**src/rtl/mul8_seq_if.sv**
```systemverilog
// Request/result bundle for the sequential 8x8 multiplier: operands and start
// in, busy/done status and the 16-bit product out.
interface mul8_seq_if;
  logic        start;
  logic [7:0]  a;
  logic [7:0]  b;
  logic        busy;
  logic        done;
  logic [15:0] product;

  modport master (
    output start, a, b,
    input  busy, done, product
  );

  modport slave (
    input  start, a, b,
    output busy, done, product
  );
endinterface

```
**src/rtl/mul8_seq.sv**
```systemverilog
// Sequential 8x8 shift-and-add multiplier that time-shares the external 8-bit
// ripple-carry adder. Define MUL8_SIGNED_EN for two's-complement operands.
module mul8_seq #(
  parameter int WIDTH = 8,
  parameter int ITER  = 8
) (
  input  logic             clk,
  input  logic             reset,
  mul8_seq_if.slave        bus,
  output logic [WIDTH-1:0] add_a,
  output logic [WIDTH-1:0] add_b,
  output logic             add_ci,
  input  logic [WIDTH-1:0] add_y,
  input  logic             add_c
);

  typedef enum logic [1:0] {
    IDLE = 2'd0,
    RUN  = 2'd1,
    DONE = 2'd2
  } state_t;

  state_t             state, state_next;
  logic [WIDTH-1:0]   acc;
  logic [WIDTH-1:0]   mq;
  logic [WIDTH-1:0]   mcand;
  logic [3:0]         count;
  logic [2*WIDTH-1:0] product_q;

  logic               accept;
  logic               last;
  logic [2*WIDTH-1:0] step;
  logic [2*WIDTH-1:0] result;

  assign accept = bus.start && (state != RUN);
  assign last   = (state == RUN) && (count == 4'(ITER - 1));
  // Adder carry-out is the 9th bit of the partial sum; shift it into acc.
  assign step   = {add_c, add_y, mq[WIDTH-1:1]};

`ifdef MUL8_SIGNED_EN
  logic sign;

  function automatic logic [WIDTH-1:0] magnitude(input logic [WIDTH-1:0] x);
    return x[WIDTH-1] ? (~x + {{(WIDTH-1){1'b0}}, 1'b1}) : x;
  endfunction

  assign result = sign ? (~step + {{(2*WIDTH-1){1'b0}}, 1'b1}) : step;
`else
  assign result = step;
`endif

  // NOTE: sequential state uses non-blocking assignments so every register
  // samples pre-edge values, independent of statement order.
  always_ff @(posedge clk) begin
    if (reset) begin
      state <= IDLE;
    end else begin
      state <= state_next;
    end
  end

  // NOTE: every output of this block gets a default first, so no path can
  // leave a signal unassigned and infer a latch.
  always_comb begin
    state_next = state;
    bus.busy   = 1'b0;
    bus.done   = 1'b0;
    unique case (state)
      IDLE: begin
        if (bus.start) state_next = RUN;
      end
      RUN: begin
        bus.busy = 1'b1;
        if (last) state_next = DONE;
      end
      DONE: begin
        bus.done   = 1'b1;
        state_next = bus.start ? RUN : IDLE;
      end
      default: state_next = IDLE;
    endcase
  end

  always_ff @(posedge clk) begin
    if (reset) begin
      acc       <= '0;
      mq        <= '0;
      mcand     <= '0;
      count     <= '0;
      product_q <= '0;
`ifdef MUL8_SIGNED_EN
      sign      <= 1'b0;
`endif
    end else if (accept) begin
      acc   <= '0;
      count <= '0;
`ifdef MUL8_SIGNED_EN
      mq    <= magnitude(bus.b);
      mcand <= magnitude(bus.a);
      sign  <= bus.a[WIDTH-1] ^ bus.b[WIDTH-1];
`else
      mq    <= bus.b;
      mcand <= bus.a;
`endif
    end else if (state == RUN) begin
      {acc, mq} <= step;
      count     <= count + 4'd1;
      if (last) product_q <= result;
    end
  end

  assign bus.product = product_q;

  // Outside RUN the adder result is ignored; B is held at zero there.
  assign add_a  = acc;
  assign add_b  = ((state == RUN) && mq[0]) ? mcand : '0;
  assign add_ci = 1'b0;

endmodule
```
**src/flat_wrapper.sv**
```systemverilog
// flat-port wrapper written by rule: the top's interface ports become plain ports
module mul8_seq_flat 
#(
  parameter int WIDTH = 8,
  parameter int ITER  = 8
)
  (clk, reset, add_a, add_b, add_ci, add_y, add_c, bus_start, bus_a, bus_b, bus_busy, bus_done, bus_product);
  mul8_seq_if bus_i ();
  input  logic clk;
  input  logic reset;
  output logic [WIDTH-1:0] add_a;
  output logic [WIDTH-1:0] add_b;
  output logic add_ci;
  input  logic [WIDTH-1:0] add_y;
  input  logic add_c;
  input wire logic [$bits(bus_i.start)-1:0] bus_start;
  input wire logic [$bits(bus_i.a)-1:0] bus_a;
  input wire logic [$bits(bus_i.b)-1:0] bus_b;
  output wire logic [$bits(bus_i.busy)-1:0] bus_busy;
  output wire logic [$bits(bus_i.done)-1:0] bus_done;
  output wire logic [$bits(bus_i.product)-1:0] bus_product;
  assign bus_i.start = bus_start;
  assign bus_i.a = bus_a;
  assign bus_i.b = bus_b;
  assign bus_busy = bus_i.busy;
  assign bus_done = bus_i.done;
  assign bus_product = bus_i.product;
  mul8_seq #(.WIDTH(WIDTH), .ITER(ITER)) u_core (.clk(clk), .reset(reset), .bus(bus_i), .add_a(add_a), .add_b(add_b), .add_ci(add_ci), .add_y(add_y), .add_c(add_c));
endmodule
```
**config.mk**
```make
export PLATFORM = sky130hd
export DESIGN_NAME = mul8_seq_flat
export DESIGN_NICKNAME = d
export VERILOG_FILES = /design/src/rtl/mul8_seq_if.sv /design/src/rtl/mul8_seq.sv /design/src/flat_wrapper.sv
export SDC_FILE = /design/constraint.sdc
export NUM_CORES = 1
export LEC_CHECK = 0
export CAP_MARGIN = 20
export CORE_UTILIZATION = 60
export DETAILED_ROUTE_END_ITERATION = 6
export DONT_BUFFER_PORTS = 1
export PLACE_DENSITY = 0.76
export SETUP_SLACK_MARGIN = 0.3
export SLEW_MARGIN = 25
export SYNTH_ARGS = -nofsm -noshare
export SYNTH_HDL_FRONTEND = slang
export SYNTH_SLANG_ARGS = --single-unit
```
**constraint.sdc**
```tcl
create_clock -name clk -period 1.5 [get_ports clk]
set_input_delay 0.3 -clock clk [delete_from_list [all_inputs] [get_ports clk]]
set_output_delay 0.3 -clock clk [all_outputs]
set_load 0.01 [all_outputs]
```
==> impl_results.md, run 1 <==
* Status: stopped before the end
* Halt Stage: global routing
* Halt Reason: [ERROR DPL-0033] detailed placement checks failed during check placement.
* Placer congestion estimate at 0.782
* Cell taking the most area after synthesis: dfxtp_1
* DP HPWL at 2.52 mm
* Row cnt at 19
* Ports at 63
* CTS root buffer: clkbuf_4
* Seq/Total Area, Yosys at 0.502
* Clock sink count at 46
* Ys Warns at 0
* Seq cells post-synth at 46
* CTS H-tree depth at 2
* CTS buffer count at 5
* Pre-CTS setup slack at ~190 ps
* Largest net degree at the start of global routing at 31
* Mean Syn Cell Area at ~9 um^2
* Cells after Synth at 199
* Worst Endpoint after GRT Repair: add_b[1]
* Syn Nets at about 230
* Synth Cell Area at 1840 um^2
* Synth area leaders: dfxtp_1 50%, a21oi_1 6.8%, a32o_1 4.9%
* Worst endpoint type: primary output
* Count of cell types in the netlist at 31
* Synth top area share at 0.502
* Clock Tree Buf Depth at 2
* Die Span Y at 57.3 um
* Initial antenna violation count at 0
* Initial core utilization at 0.649
* Port-buffer cells at 0
* Die W at around 57 um
==> cells in the mapped netlist, drive strengths merged <==
cell,n
dfxtp,46
a21oi,26
nand2,18
nand3,16
o21ai,16
buf,15
nor2,12
a32o,9
a211oi,8
and3,8
mux2i,8
clkbuf,2
inv,2
nand3b,2
a21o,1
a2bb2oi,1
and3b,1
conb,1
ha,1
nand2b,1
nor2b,1
nor3,1
or3,1
xnor2,1
xor2,1
==> cell families after synthesis <==
family / share of synthesized area
AO/OA/AOI/OAI: 0.211
AND/OR/NAND/NOR: 0.162
flip-flops: 0.502
buffers and inverters: 0.0634
multiplexers: 0.0436
XOR/XNOR: 0.00955
adder cells (fa/ha/maj): 0.00682
other: 0.00204
==> stage by stage <==
| stage | std cells | util | area (um^2) | hold WS [ps] |
|---|---|---|---|---|
| 3_3_place_gp | 217 | 0.656 | 1860 | 372 |
| 4_1_cts | 250 | 0.837 | 2370 | -29.8 |
| 3_5_place_dp | 217 | 0.656 | 1860 | 375 |
| 2_1_floorplan | 199 | - | 1910 | 434 |
==> timing repair <==
action                                  in CTS
setup buffers                               12
endpoints found under the setup margin      49
pin swaps                                    8
gates resized for setup                     51
gates cloned                                13
hold endpoints to repair                    25
==> run 2, diff against run 1 <==
--- a/config.mk
+++ b/config.mk
@@ -6,11 +6,10 @@
 export NUM_CORES = 1
 export LEC_CHECK = 0
 export CAP_MARGIN = 20
-export CORE_UTILIZATION = 60
+export CORE_UTILIZATION = 40
 export DETAILED_ROUTE_END_ITERATION = 6
 export DONT_BUFFER_PORTS = 1
-export PLACE_DENSITY = 0.76
-export SETUP_SLACK_MARGIN = 0.3
+export PLACE_DENSITY_LB_ADDON = 0.15
 export SLEW_MARGIN = 25
 export SYNTH_ARGS = -nofsm -noshare
 export SYNTH_HDL_FRONTEND = slang
==> run 2 against run 1 <==
Compared with the run above: synthesized cell count stayed put; the flow now finishes without violations; area after synthesis is the same.
==> impl_results.md, run 2 <==
* Status: completed
* Area added between synthesis and finish at 11.2%
* Clock share of power at 0.372
* Multi-input logic area at between 800 and 900 um^2
* DP HPWL at 2.82 mm
* Top delay family on crit path: simple AND/OR/NAND/NOR gates
* Max FFs per register at 16
* Vias in the first global route at 1433
* Leak at 0.745 nW
* Seq cells post-synth at 46
* Cell taking the most area after synthesis: dfxtp_1
* GRT Resource Usage Total at 0.178
* Count leader, synth: dfxtp_1
* Endpoints failing hold at 0
* Pwr dens at about 1200 nW/um^2
* Placer congestion estimate at 0.711
* Synth area leaders: dfxtp_1 50%, a21oi_1 6.8%, a32o_1 4.9%
* HP Class: in2reg
* CP endpoint kind: output pin
* CTS buffer count at 5
* Filler cell count at 447
* Most frequent cells after synthesis: 46 x dfxtp_1, 25 x a21oi_1, 18 x nand2_1
* Largest stage delay, worst path at 330 ps
* Synth Cell Area at around 1800 um^2
* Initial antenna violation count at 0
* Antenna Cells at 0
* CP bufs+invs at 1
* Final Net Count at 227
* Flop pwr share at 0.545
* Port-buffer cells at 0
* Commonest cells after routing, fill and taps aside: 45 x dfxtp_1, 25 x a21oi_1, 18 x nand2_1
* Largest net degree at the start of global routing at 45
* Row cnt at 24
* Die W at ~70 um
* Max cap viols at 0
* Clock Tree Buf Depth at 2
* Syn Nets at 228
* Slowest library cell on the worst path: dfxtp_2
* Tcrit/Tclk final at 0.937
* Fraction of registers with async set/reset at 0
* Post-Route Utilization at 0.465
* Number of synthesized flops with an enable pin at 0
* Initial core utilization at 0.419
* F_max at slightly above 700 MHz
* Int Power at 1.84 mW
* Commonest non-fill, non-tap cell in the layout: dfxtp_1
* Core box area at 4380 um^2
* Critical Path AT at 1110 ps
* CTS root buffer: clkbuf_8
* Clk_lat worst skew at 300 ps
* VDD IR-drop max at 0.596 mV
* Synth top area share at 0.502
* Setup-failing EPs final at 0
* Clock transition at path regs at around 80 ps
* Synth Flop Type: dfxtp_1
* Seq/Total Area, Yosys at 0.502
* Share of cells above drive strength 1 at 0.156
* Pre-antenna DRT Iters at 4
* Worst Skew at 5.58 ps
* Mean Syn Cell Area at 9.22 um^2
* # placed instances at 241
* Sw Pwr at 0.564 mW
* Count of cell types in the netlist at 31
* Setup CP Type: reg2out
* GR Overflow Total at 0
* DR WL/cell at ~17 um
* Via/cell ratio at 5.73
* CTS tree: done
* Comb pwr share at 0.083
* CP Max Fanout at 14
* Fin crit period at 1410 ps
* Ports at 63
* Clock sink count at 46
* First-pass GRT wire length at 6.79 mm
* Ys Warns at 0
* Post-Layout Cell Count at 251
* Die area at 4860 um^2
* RSZ-0062 raised after global routing: no
* CTS H-tree depth at 2
* Final Max Slew Viols at 0
* Residual DRC at 0
* Cells after Synth at 199
* Sequential cell area at 922 um^2
* Via count of the routed design at 1438
* Fin Setup TNS at 0 ps
* CP Cell Sequence: nand2b_4 > clkinv_8 > and3_4
* Die Span Y at 69.7 um
* Sw frac at 0.235
* WL final at 4.26 mm
* Antenna viol nets, final at 0
* Tot Pwr at 2.40 mW
* Starting DRT DRC Count at 77
* Startpoint Class: flip-flop
* Req. time, crit path at 1200 ps
## run 2: cell counts after synthesis
No cell type changed its count.
## run 2: power groups by stage
| stage | Sequential [mW] | Combinational, mW | Clock, mW |
|---|---|---|---|
| floorplan | 1.32 | 0.177 | 0 |
| global placement | 1.33 | 0.178 | 0 |
| detailed placement | 1.33 | 0.185 | 0 |
| CTS | 1.31 | 0.196 | 0.917 |
| global route | 1.32 | 0.222 | 0.973 |
| finish | 1.31 | 0.199 | 0.894 |
## run 2: worst paths after layout
path	depth (start not counted)	slack, ps	end	startpoint
max	3	90	add_b[4]	u_core.state[1]$_SDFFE_PP0P_
min	1	60	u_core.mq[7]$_SDFFE_PP0P_	reset
max reg2reg	4	130	u_core.bus.product[11]$_SDFFE_PP0P_	u_core.count[0]$_SDFFE_PP0P_
min reg2reg	2	480	u_core.bus.product[1]$_SDFFE_PP0P_	u_core.mq[2]$_SDFFE_PP0P_
## run 2: what timing repair did
item | in CTS | in global routing
buffers inserted | 0 | 1
gates cloned | 1 | 0
endpoints found under the setup margin | 9 | 5
resized for setup | 10 | 5
hold buffers | 0 | 0
## run 2: layout make-up
| cell class | count | area share |
|---|---|---|
| repair inverters | 1 | 0.00307 |
| clock inverters | 3 | 0.0196 |
| clock buffers | 5 | 0.0337 |
| multi-input cells | 134 | 0.414 |
| well taps | 52 | 0.0319 |
| flip-flops and latches | 46 | 0.452 |
| repair buffers | 8 | 0.0356 |
| inverters | 2 | 0.00981 |
## run 2: layer usage
metal	wire length [um]	global-route usage	vias to the layer above
met5	0	0	-
met4	34	0.0467	0
li1	-	-	704
met2	2050	0.309	43
met3	283	0.0654	4
met1	1900	0.208	687
## run 2: cell families (layout without fill, tap and decap cells)
kind of cell,after synthesis,in the layout,share of synthesized area
buffers and inverters,19,19,0.0634
AO/OA/AOI/OAI,61,61,0.211
multiplexers,8,8,0.0436
AND/OR/NAND/NOR,61,61,0.162
XOR/XNOR,2,2,0.00955
adder cells (fa/ha/maj),1,1,0.00682
other,1,1,0.00204
flip-flops,46,46,0.502
## run 2: stage by stage
step | hold slack, ps | instance area, um^2 | setup WS [ps]
after floorplan | 434 | 1840 | 214
after global placement | 374 | 1860 | 153
after detailed placement | 375 | 1860 | 101
after CTS | 56.9 | 2010 | 45.0
after global routing | 44.8 | 2040 | 27.1
final | 64.2 | 2040 | 94.8
No activity file was read; power rests on OpenSTA's default activity.
==> run 3, diff against run 2 <==
--- a/config.mk
+++ b/config.mk
@@ -6,10 +6,12 @@
 export NUM_CORES = 1
 export LEC_CHECK = 0
 export CAP_MARGIN = 20
-export CORE_UTILIZATION = 40
+export CELL_PAD_IN_SITES_DETAIL_PLACEMENT = 2
+export CELL_PAD_IN_SITES_GLOBAL_PLACEMENT = 2
+export CORE_UTILIZATION = 35
 export DETAILED_ROUTE_END_ITERATION = 6
 export DONT_BUFFER_PORTS = 1
-export PLACE_DENSITY_LB_ADDON = 0.15
+export PLACE_DENSITY = 0.76
 export SLEW_MARGIN = 25
 export SYNTH_ARGS = -nofsm -noshare
 export SYNTH_HDL_FRONTEND = slang
==> run 3 against run 2 <==
Compared with the run above: core utilization is 5.0 points lower; setup slack worse by 33 ps; die area increased by 14%; first-iteration DRC count is 64% lower; highest routed layer unchanged.
==> impl_results.md, run 3 (synthesis results as in run 2) <==
* CP bufs+invs at 1
* First-pass GRT wire length at 7.94 mm
* Slowest library cell on the worst path: dfxtp_2
* CTS H-tree depth at 2
* WL final at 5.00 mm
* Clock sink count at 46
* Status: completed
* RR Endpoint: u_core.count[3]$_SDFFE_PP0P_
* Final Net Count at 226
* Ports at 63
* Fin Setup TNS at 0 ps
* Area added between synthesis and finish at 10.6%
* Filler cell count at around 560
* Vias in the first global route at 1605
* Worst Skew at 7.85 ps
* CP Max Fanout at 14
* Initial core utilization at 0.376
* F_max at 695 MHz
* Starting DRT DRC Count at 28
* WHS Path Cells at 1
* DP HPWL at approximately 3.3 mm
* Die area at roughly 5500 um^2
* Commonest non-fill, non-tap cell in the layout: dfxtp_1
* Startpoint Class: flip-flop
* Share of cells above drive strength 1 at 0.131
* Setup CP Type: reg2out
* Antenna viol nets, final at 0
* Endpoints failing hold at 0
* Die Span Y at 74.4 um
* Worst Hold End: u_core.bus.product[0]$_SDFFE_PP0P_
* DR WL/cell at 18.9 um
* Reg-to-Reg Start: u_core.state[1]$_SDFFE_PP0P_
* CP endpoint kind: output pin
* Port-buffer cells at 0
* CTS buffer count at 5
* CP Cell Sequence: nand2b_4 > clkinv_8 > and3_1
* Clock Tree Buf Depth at 2
* Top delay family on crit path: simple AND/OR/NAND/NOR gates
* HP Class: in2reg
* Req. time, crit path at 1200 ps
* Pre-antenna DRT Iters at 4
* Area after DPL at 1870 um^2
* Residual DRC at 0
* Commonest cells after routing, fill and taps aside: 44 x dfxtp_1, 25 x a21oi_1, 18 x nand2_1
* GR Overflow Total at 0
* Fin crit period at roughly 1400 ps
* Met3 usage at 0.0637
* Via count of the routed design at 1478
* Critical Path AT at between 1000 and 1500 ps
* RSZ-0062 raised after global routing: no
* Largest stage delay, worst path at around 350 ps
* Max cap viols at 0
* Hold_ws at a little under 70 ps
* CP Depth at 3
* Via/cell ratio at 5.58
* Leak at 0.744 nW
* Hold_sp: reset
* Max FFs per register at 16
* Row cnt at 25
* Largest net degree at the start of global routing at 45
* Number of hold buffers added after CTS at 0
* Setup-failing EPs final at 0
* Tot Pwr at between 2 and 2.5 mW
* CTS root buffer: clkbuf_8
* CTS tree: done
* Placer congestion estimate at 0.731
* VDD IR-drop max at between 0.4 and 0.5 mV
* Antenna Cells at 0
* Clk_lat worst skew at 300 ps
* Cells on worst reg2reg path at 5
* Clock transition at path regs at 80 ps
* GR peak layer: met2
* Initial antenna violation count at 0
* GRT met2 Usage at 0.330
* Tcrit/Tclk final at 0.959
* GRT Resource Usage Total at 0.191
* Final Max Slew Viols at 0
* Pwr dens at 1200 nW/um^2
* Design area at 2030 um^2
* Register-to-register setup slack at ~70 ps
* Core box area at 4880 um^2
* Die W at 74.4 um
* Met1 Use GR at 0.218
==> run 3: repair_timing <==
item / in CTS / in global routing
cloned: 1 / 0
pin swaps: 0 / 0
setup endpoints to repair: 9 / 19
gates resized for setup: 4 / 5
setup buffers: 0 / 2
==> run 3: where the power goes <==
group / leakage (nW) / switching (mW) / total (mW) / internal (mW)
Sequential: 0.375 / 0.0431 / 1.31 / 1.27
Combinational: 0.318 / 0.123 / 0.201 / 0.0784
Clock: 0.0504 / 0.437 / 0.933 / 0.496
Total: 0.744 / 0.603 / 2.45 / 1.84
==> run 3: layer usage <==
metal	wire (um)	vias to the layer above
li1	-	702
met1	2020	731
met2	2580	41
met3	333	4
met4	61	0
met5	0	-
==> run 3: area by class of cell <==
cell class | count | area, um^2 | share of cell area
multi-input combinational | 134 | 817 | 0.403
timing repair inverter | 1 | 6.26 | 0.00308
clock buffer | 5 | 68.8 | 0.0339
tap | 67 | 83.8 | 0.0413
inverter | 2 | 20.0 | 0.00986
timing repair buffer | 7 | 65.1 | 0.0321
sequential | 46 | 923 | 0.455
clock inverter | 3 | 45.0 | 0.0222
==> run 3: through the flow <==
step / instances / setup WS (ps) / utilization
finish: 265 / 61.6 / 0.416
global route: 265 / 4.25 / 0.416
CTS: 263 / 14.6 / 0.409
detailed placement: 254 / 144 / 0.382
global placement: 254 / 203 / 0.382
floorplan: 199 / 214 / -
==> run 3: how the worst max path moves through the flow <==
stage | start | endpoint | slack [ps]
4_1_cts | u_core.state[1]$_SDFFE_PP0P_ | add_b[3] | 10
2_1_floorplan | u_core.count[0]$_SDFFE_PP0P_ | u_core.bus.product[10]$_SDFFE_PP0P_ | 210
3_3_place_gp | u_core.count[0]$_SDFFE_PP0P_ | u_core.bus.product[7]$_SDFFE_PP0P_ | 200
5_1_grt | u_core.state[1]$_SDFFE_PP0P_ | u_core.count[3]$_SDFFE_PP0P_ | 4
3_5_place_dp | u_core.count[0]$_SDFFE_PP0P_ | u_core.bus.product[14]$_SDFFE_PP0P_ | 140
6_report | u_core.state[1]$_SDFFE_PP0P_ | add_b[6] | 60
==> run 3: worst register-to-register path, stage by stage, from the launching register on <==
cell and delay [ps]:
dfxtp_2 330, nand2b_4 170, buf_4 150, buf_12 160
or3_1 390, a21oi_1 160
